==> src/rtl/mc_alu_pkg.sv <==
// Shared types for the multi-cycle ALU: opcode and FSM encodings, plus the
// opcode classifier that decides single-cycle vs iterative execution.
package mc_alu_pkg;

   typedef enum logic [3:0] {
      OP_AND = 4'b0000,
      OP_DIV = 4'b0001,
      OP_ADD = 4'b0010,
      OP_MUL = 4'b0011,
      OP_REM = 4'b0100,
      OP_SUB = 4'b0110,
      OP_SLT = 4'b0111
   } opcode_e;

   typedef enum logic [1:0] {
      ST_IDLE = 2'd0,
      ST_BUSY = 2'd1,
      ST_DONE = 2'd2
   } state_e;

   typedef enum logic {
      CLS_SINGLE = 1'b0,
      CLS_ITER   = 1'b1
   } op_class_e;

   // MUL/DIV/REM run on the shared iterative core; everything else,
   // including undefined encodings, completes in one cycle.
   function automatic op_class_e op_class(input logic [3:0] op);
      case (op)
         OP_MUL, OP_DIV, OP_REM: op_class = CLS_ITER;
         default:                op_class = CLS_SINGLE;
      endcase
   endfunction

endpackage

==> src/rtl/mc_alu_iter_core.sv <==
// Iterative signed multiply / restoring divide on operand magnitudes.
// One shift register and one counter are shared by both algorithms. The
// first iteration is folded into the start edge, so the last of the WIDTH
// iterations lands WIDTH-1 edges after start and done pulses for one cycle.
module mc_alu_iter_core
   import mc_alu_pkg::*;
#(
   parameter int WIDTH = 64
) (
   input  logic               clk,
   input  logic               rst,
   input  logic               start,
   input  logic [3:0]         op,
   input  logic [WIDTH-1:0]   a,
   input  logic [WIDTH-1:0]   b,
   output logic               done,
   output logic [2*WIDTH-1:0] result,
   output logic               overflow,
   output logic               div_by_zero
);
   localparam int RW = 2 * WIDTH;
   localparam int CW = $clog2(WIDTH);
   localparam logic [WIDTH-1:0] MOST_NEG = {1'b1, {(WIDTH-1){1'b0}}};

   logic             busy;
   logic [CW-1:0]    cnt;
   logic [RW-1:0]    sr, sr_cur, sr_nxt, shl;
   logic [WIDTH-1:0] opnd, opnd_cur;
   logic             is_mul, is_rem, mul_cur;
   logic             res_neg, a_neg, dbz_q, ovf_q;
   logic [WIDTH-1:0] a_q;
   logic [WIDTH-1:0] mag_a, mag_b;
   logic [WIDTH:0]   add_sum, sub_diff;
   logic [WIDTH-1:0] quo, rem, quo_s, rem_s;

   // Magnitudes; the most-negative value maps to 2^(WIDTH-1), still fits unsigned.
   assign mag_a = a[WIDTH-1] ? -a : a;
   assign mag_b = b[WIDTH-1] ? -b : b;

   // One iteration step; on the start edge it operates on the freshly loaded operands.
   always_comb begin
      sr_cur   = sr;
      opnd_cur = opnd;
      mul_cur  = is_mul;
      if (start) begin
         mul_cur  = (op == OP_MUL);
         sr_cur   = (op == OP_MUL) ? {{WIDTH{1'b0}}, mag_b} : {{WIDTH{1'b0}}, mag_a};
         opnd_cur = (op == OP_MUL) ? mag_a : mag_b;
      end
      // shift-add: conditionally add multiplicand to high half, then shift right
      add_sum  = {1'b0, sr_cur[RW-1:WIDTH]} +
                 (sr_cur[0] ? {1'b0, opnd_cur} : {(WIDTH+1){1'b0}});
      // restoring divide: shift left, trial-subtract divisor from partial remainder
      shl      = {sr_cur[RW-2:0], 1'b0};
      sub_diff = {1'b0, shl[RW-1:WIDTH]} - {1'b0, opnd_cur};
      if (mul_cur)
         sr_nxt = {add_sum, sr_cur[WIDTH-1:1]};
      else if (sub_diff[WIDTH])
         sr_nxt = shl;
      else
         sr_nxt = {sub_diff[WIDTH-1:0], shl[WIDTH-1:1], 1'b1};
   end

   // Operand capture, iteration counter and completion pulse.
   always_ff @(posedge clk or posedge rst) begin
      if (rst) begin
         busy    <= 1'b0;
         done    <= 1'b0;
         cnt     <= '0;
         sr      <= '0;
         opnd    <= '0;
         is_mul  <= 1'b0;
         is_rem  <= 1'b0;
         res_neg <= 1'b0;
         a_neg   <= 1'b0;
         a_q     <= '0;
         dbz_q   <= 1'b0;
         ovf_q   <= 1'b0;
      end else begin
         done <= 1'b0;
         if (start) begin
            busy    <= 1'b1;
            cnt     <= CW'(1);
            sr      <= sr_nxt;
            opnd    <= opnd_cur;
            is_mul  <= mul_cur;
            is_rem  <= (op == OP_REM);
            res_neg <= a[WIDTH-1] ^ b[WIDTH-1];
            a_neg   <= a[WIDTH-1];
            a_q     <= a;
            dbz_q   <= (op != OP_MUL) && (b == '0);
            ovf_q   <= (op == OP_DIV) && (a == MOST_NEG) && (b == '1);
         end else if (busy) begin
            sr <= sr_nxt;
            if (cnt == CW'(WIDTH - 1)) begin
               busy <= 1'b0;
               done <= 1'b1;
               cnt  <= '0;
            end else begin
               cnt <= cnt + 1'b1;
            end
         end
      end
   end

   assign quo   = sr[WIDTH-1:0];
   assign rem   = sr[RW-1:WIDTH];
   assign quo_s = res_neg ? -quo : quo;
   assign rem_s = a_neg ? -rem : rem;

   // Sign fix-up and divide-by-zero substitution on the final register contents.
   // MOST_NEG / -1 needs no special case: the negated quotient wraps back to a.
   always_comb begin
      result = '0;
      if (is_mul)
         result = res_neg ? -sr : sr;
      else if (dbz_q)
         result = is_rem ? {{WIDTH{a_q[WIDTH-1]}}, a_q} : {RW{1'b1}};
      else if (is_rem)
         result = {{WIDTH{rem_s[WIDTH-1]}}, rem_s};
      else
         result = {{WIDTH{quo_s[WIDTH-1]}}, quo_s};
   end

   assign overflow    = ovf_q;
   assign div_by_zero = dbz_q;

endmodule

==> src/rtl/mc_alu.sv <==
// Multi-cycle ALU: single-cycle ops are computed combinationally from the
// request and captured on acceptance; MUL/DIV/REM go through the iterative
// core. Results and flags are held until the consumer takes them.
module mc_alu
   import mc_alu_pkg::*;
#(
   parameter int WIDTH       = 64,
   parameter bit ZERO_ON_LOW = 1'b0
) (
   input  logic               clk,
   input  logic               reset,
   input  logic               in_valid,
   output logic               in_ready,
   input  logic [WIDTH-1:0]   a,
   input  logic [WIDTH-1:0]   b,
   input  logic               cin,
   input  logic [3:0]         alu_ctrl,
   output logic               out_valid,
   input  logic               out_ready,
   output logic [2*WIDTH-1:0] result,
   output logic               zero,
   output logic               overflow,
   output logic               div_by_zero
);
   localparam int RW = 2 * WIDTH;

   state_e           state, state_nxt;
   logic             accept, iter_op, iter_start;
   logic             iter_done, iter_ovf, iter_dbz;
   logic [RW-1:0]    iter_res;
   logic [RW-1:0]    single_res;
   logic             single_ovf;
   logic [WIDTH-1:0] and_w, add_w, sub_w;

   assign accept     = in_valid && in_ready;
   assign iter_op    = (op_class(alu_ctrl) == CLS_ITER);
   assign iter_start = accept && iter_op;

   mc_alu_iter_core #(.WIDTH(WIDTH)) u_core (
      .clk         (clk),
      .rst         (reset),
      .start       (iter_start),
      .op          (alu_ctrl),
      .a           (a),
      .b           (b),
      .done        (iter_done),
      .result      (iter_res),
      .overflow    (iter_ovf),
      .div_by_zero (iter_dbz)
   );

   assign and_w = a & b;
   assign add_w = a + b + {{(WIDTH-1){1'b0}}, cin};
   assign sub_w = a - b;

   // Single-cycle datapath; results are the WIDTH-bit value sign-extended.
   always_comb begin
      single_res = '0;
      single_ovf = 1'b0;
      case (alu_ctrl)
         OP_AND: single_res = {{WIDTH{and_w[WIDTH-1]}}, and_w};
         OP_ADD: begin
            single_res = {{WIDTH{add_w[WIDTH-1]}}, add_w};
            single_ovf = (a[WIDTH-1] == b[WIDTH-1]) && (add_w[WIDTH-1] != a[WIDTH-1]);
         end
         OP_SUB: begin
            single_res = {{WIDTH{sub_w[WIDTH-1]}}, sub_w};
            single_ovf = (a[WIDTH-1] != b[WIDTH-1]) && (sub_w[WIDTH-1] != a[WIDTH-1]);
         end
         OP_SLT: single_res = {{(RW-1){1'b0}}, ($signed(a) < $signed(b))};
         default: ;
      endcase
   end

   // State register.
   always_ff @(posedge clk or posedge reset) begin
      if (reset) state <= ST_IDLE;
      else       state <= state_nxt;
   end

   // Next-state logic.
   always_comb begin
      state_nxt = state;
      case (state)
         ST_IDLE: if (in_valid)  state_nxt = iter_op ? ST_BUSY : ST_DONE;
         ST_BUSY: if (iter_done) state_nxt = ST_DONE;
         ST_DONE: if (out_ready) state_nxt = ST_IDLE;
         default:                state_nxt = ST_IDLE;
      endcase
   end

   // Handshake outputs decoded from state.
   always_comb begin
      in_ready  = (state == ST_IDLE);
      out_valid = (state == ST_DONE);
   end

   // Output registers: load on single-op acceptance or core completion, hold otherwise.
   always_ff @(posedge clk or posedge reset) begin
      if (reset) begin
         result      <= '0;
         overflow    <= 1'b0;
         div_by_zero <= 1'b0;
      end else if (accept && !iter_op) begin
         result      <= single_res;
         overflow    <= single_ovf;
         div_by_zero <= 1'b0;
      end else if (state == ST_BUSY && iter_done) begin
         result      <= iter_res;
         overflow    <= iter_ovf;
         div_by_zero <= iter_dbz;
      end
   end

   // Zero flag derived from the held result.
   assign zero = ZERO_ON_LOW ? (result[WIDTH-1:0] == '0) : (result == '0);

endmodule

==> config.mk <==
export PLATFORM = sky130hd
export DESIGN_NAME = mc_alu
export DESIGN_NICKNAME = d
export VERILOG_FILES = /design/src/rtl/mc_alu_pkg.sv /design/src/rtl/mc_alu_iter_core.sv /design/src/rtl/mc_alu.sv
export SDC_FILE = /design/constraint.sdc
export NUM_CORES = 2
export LEC_CHECK = 0
export ABC_CLOCK_PERIOD_IN_PS = 43100
export CAP_MARGIN = 5
export CORE_ASPECT_RATIO = 0.75
export CORE_MARGIN = 10
export CORE_UTILIZATION = 55
export DETAILED_ROUTE_END_ITERATION = 7
export DONT_BUFFER_PORTS = 1
export PLACE_DENSITY = 0.81
export SETUP_SLACK_MARGIN = 0.05
export SLEW_MARGIN = 25
export SYNTH_ARGS = -nofsm -noshare
export SYNTH_HDL_FRONTEND = slang
export SYNTH_SLANG_ARGS = --single-unit
==> constraint.sdc <==
create_clock -name clk -period 43.1 [get_ports clk]
set_input_delay 12.93 -clock clk [delete_from_list [all_inputs] [get_ports clk]]
set_output_delay 12.93 -clock clk [all_outputs]
set_load 0.01 [all_outputs]
==> impl_metrics.env <==
export IMPL_dr_pass1_iters=8
export IMPL_drcViolationCount=22
export IMPL_wirelength_mm=223
export IMPL_fin_area_um2=46500
export IMPL_cts_root_buffer="clkbuf_16"
export IMPL_synth_area_leaders="dfrtp_1 23%, ha_1 7.5%, nand2_1 6.6%"
export IMPL_drive_above_1_share_pct=5.21
export IMPL_wire_per_inst_um=32.3
export IMPL_rsz0062_at_grt="no"
export IMPL_gr_usage_met1_pct=60.0
export IMPL_ant_nets=0
export IMPL_fin_util_pct=58.7
export IMPL_seqCellArea_um2=10000
export IMPL_core_um2=79200
export IMPL_placed_cell_area_um2=44700
export IMPL_grt_busiest_layer="met2"
export IMPL_die_h_um=265
export IMPL_grt_met2_usage_pct=61.4
export IMPL_cts_sinks=401
export IMPL_antenna_found_initial=13
export IMPL_crit_slowest_cell="or4_4"
export IMPL_violations="DRC"
export IMPL_yosys_warnings=0
export IMPL_yosysUniqueCellTypes=98
export IMPL_cts_resized=0
export IMPL_die_area_um2=92200
export IMPL_rows=89
export IMPL_powerDensity_nw_per_um2=77.8
export IMPL_areaGrowthSynthToFinish_pct=5.25
export IMPL_slew_violations=0
export IMPL_grt_usage_pct=45.5
export IMPL_htree_levels=2
export IMPL_grt_pass1_vias=45866
export IMPL_numCtsBuffers=46
export IMPL_num_fill_cells=7429
export IMPL_place_congestion=1.08
export IMPL_finalNonFillerCells=6895
export IMPL_grt_max_degree=172
export IMPL_synth_edf_count=0
export IMPL_p_leak_nw=19.3
export IMPL_max_slew_margin_pct=16.6
export IMPL_clk_latency_ns=0.66
export IMPL_hold_violations=0
export IMPL_period_minus_slack_ns=20.11
export IMPL_critPathMaxStageDelay_ns=0.70
export IMPL_cp_required_ns=43.65
export IMPL_ys_seq_elements=401
export IMPL_synth_async_sr_flop_share_pct=100
export IMPL_path_cells="or4_4 > nor4b_4 > nand3_2 > or4_4 > or3_4 > o32ai_1 > a22oi_1 > buf_4 > ha_1 > fa_1 > nand2b_1 > a211oi_1 > o211ai_1 > a21oi_1 > a311oi_2 > o211ai_1 > a221o_4 > buf_4 > nor2_1 > a211oi_1 > a21oi_1 > a21oi_1"
export IMPL_fin_skew_ns=0.0328
export IMPL_overflow=0
export IMPL_synth_top_area_cell="dfrtp_1"
export IMPL_critPathMaxFanout=65
export IMPL_cts_tree="built"
export IMPL_start_kind="input pin"
export IMPL_run_status="complete, but fails checks"
export IMPL_clk_pin_slew_ns=0.08
export IMPL_final_nets=6210
export IMPL_multi_input_comb_area_um2=31800
export IMPL_syn_num_nets=6494
export IMPL_dp_hpwl_mm=173
export IMPL_synth_cells=6086
export IMPL_max_freq_ghz=0.0497
export IMPL_grtUsageMet3_pct=19.5
export IMPL_setup_viol=0
export IMPL_synth_top_flop_cell="dfrtp_1"
export IMPL_period_share_pct=46.7
export IMPL_vias=51186
export IMPL_synth_area_per_cell_um2=7.26
export IMPL_fp_dieW_um=347
export IMPL_clock_path_buffers=3
export IMPL_finalSetupTns_ns=0
export IMPL_synth_top_area_share_pct=22.7
export IMPL_hold_path_class="reg2reg"
export IMPL_syn_cell_area_um2=44200
export IMPL_ir_drop_mv=0.0699
export IMPL_post_place_cells=6799
export IMPL_grt_pass1_wl_mm=318
export IMPL_postCtsHoldBufs=0
export IMPL_critical_path_class="in2reg"
export IMPL_maxCapViolCount=0
export IMPL_critPathMostFrequentCell="a21oi_1"
export IMPL_end_kind="flop"
export IMPL_arrival_ns=20.66
export IMPL_start_util_pct=55.8
export IMPL_via_per_inst=7.42
export IMPL_tightestPinTransition_ns=1.24
export IMPL_post_cts_buffers=0
export IMPL_drtIter0Drc=8522
export IMPL_portBuffers=0
export IMPL_num_io_pins=270
export IMPL_yosysSeqAreaShare_pct=22.7
==> stage by stage <==
stage	total power (W)	hold slack, ns	worst slack [ns]
6_report	0.00362	0.477	22.99
5_1_grt	0.00377	0.494	22.73
4_1_cts	0.00346	0.472	23.34
3_5_place_dp	0.00300	0.457	22.72
3_3_place_gp	0.00297	0.452	22.65
2_1_floorplan	0.00227	0.436	19.02
==> cell usage after synthesis (94+ instances only) <==
| cell | instances |
|---|---|
| xor2_1 | 173 |
| nor2_1 | 563 |
| o31ai_1 | 98 |
| nor4_1 | 94 |
| nand3_1 | 111 |
| clkbuf_1 | 365 |
| a22oi_1 | 128 |
| o22ai_1 | 117 |
| dfrtp_1 | 401 |
| ha_1 | 266 |
| xnor2_1 | 309 |
| o21ai_0 | 494 |
| inv_1 | 264 |
| a21oi_1 | 525 |
| nand4_1 | 95 |
| nand2_1 | 778 |
==> layer usage <==
metal	vias up	wire, µm
li1	21681	-
met1	24362	85100
met2	4281	84900
met3	848	37000
met4	14	14900
met5	-	626
==> cells by family (layout without fill, tap and decap cells) <==
group	count (synthesis)	after routing	share of synthesized area [%]
AO/OA/AOI/OAI	2094	2094	30.6
multiplexers	48	48	1.10
flip-flops	401	401	22.7
adder cells (fa/ha/maj)	271	271	7.76
AND/OR/NAND/NOR	2108	2108	22.4
XOR/XNOR	482	482	9.55
other	0	9	0
buffers and inverters	682	436	5.84
==> cell usage in the layout (no fill, tap or decap), drive strengths merged, types with 132 or more instances in the layout <==
cell type	Yosys	routed
nand2	778	778
xor2	173	173
a22oi	132	132
nor2	565	565
o21ai	503	503
ha	266	266
xnor2	309	309
inv	264	269
dfrtp	401	401
a21oi	527	527
==> registers in the layout (all words and copies together) (netlist names) <==
name and count:
u_core.is_rem 1, state 2, u_core.a_q 64, u_core.is_mul 1, u_core.done 1, u_core.res_neg 1
u_core.cnt 6, u_core.busy 1, result 128, u_core.opnd 64, div_by_zero 1, u_core.div_by_zero 1
overflow 1, u_core.overflow 1, u_core.sr 128
==> layout make-up <==
type	count	area share, %
Clock buffer	59	2.71
Sequential cell	401	21.6
Inverter	267	2.18
Timing Repair Buffer	83	1.44
Tap cell	1046	2.81
Antenna cell	9	0.0484
Clock inverter	27	0.834
Multi-Input combinational cell	5003	68.4
==> power breakdown <==
part / total, W / internal [W] / switching [W]
registers: 0.000779 / 0.000521 / 0.000258
logic: 0.00238 / 0.000835 / 0.00155
clock network: 0.000456 / 0.000258 / 0.000199
total: 0.00362 / 0.00161 / 0.00201
==> path summary, 6_finish.rpt <==
path                                             from                         end  slack (ns)  cells past startpoint
min in group asynchronous                       reset      result[72]$_DFFE_PP0P_       12.22                      1
setup reg to reg                 state[0]$_DFFE_PP0P_  u_core.sr[122]$_DFFE_PP0P_       35.44                     18
hold reg to reg            u_core.a_q[59]$_DFFE_PP0P_  u_core.a_q[59]$_DFFE_PP0P_        0.48                      2
setup / recovery                                b[11]   u_core.sr[78]$_DFFE_PP0P_       22.99                     22
max in group asynchronous                       reset  u_core.opnd[4]$_DFFE_PP0P_       28.56                      3
hold / removal             u_core.a_q[59]$_DFFE_PP0P_  u_core.a_q[59]$_DFFE_PP0P_        0.48                      2
==> critical path: cells and delay by family <==
kind	cells	cell delay, ns
simple gates	7	2.73
buf+inv	2	0.90
fa+ha+maj	2	0.64
compound gates	11	3.35
(Power assumes the default switching activity.)
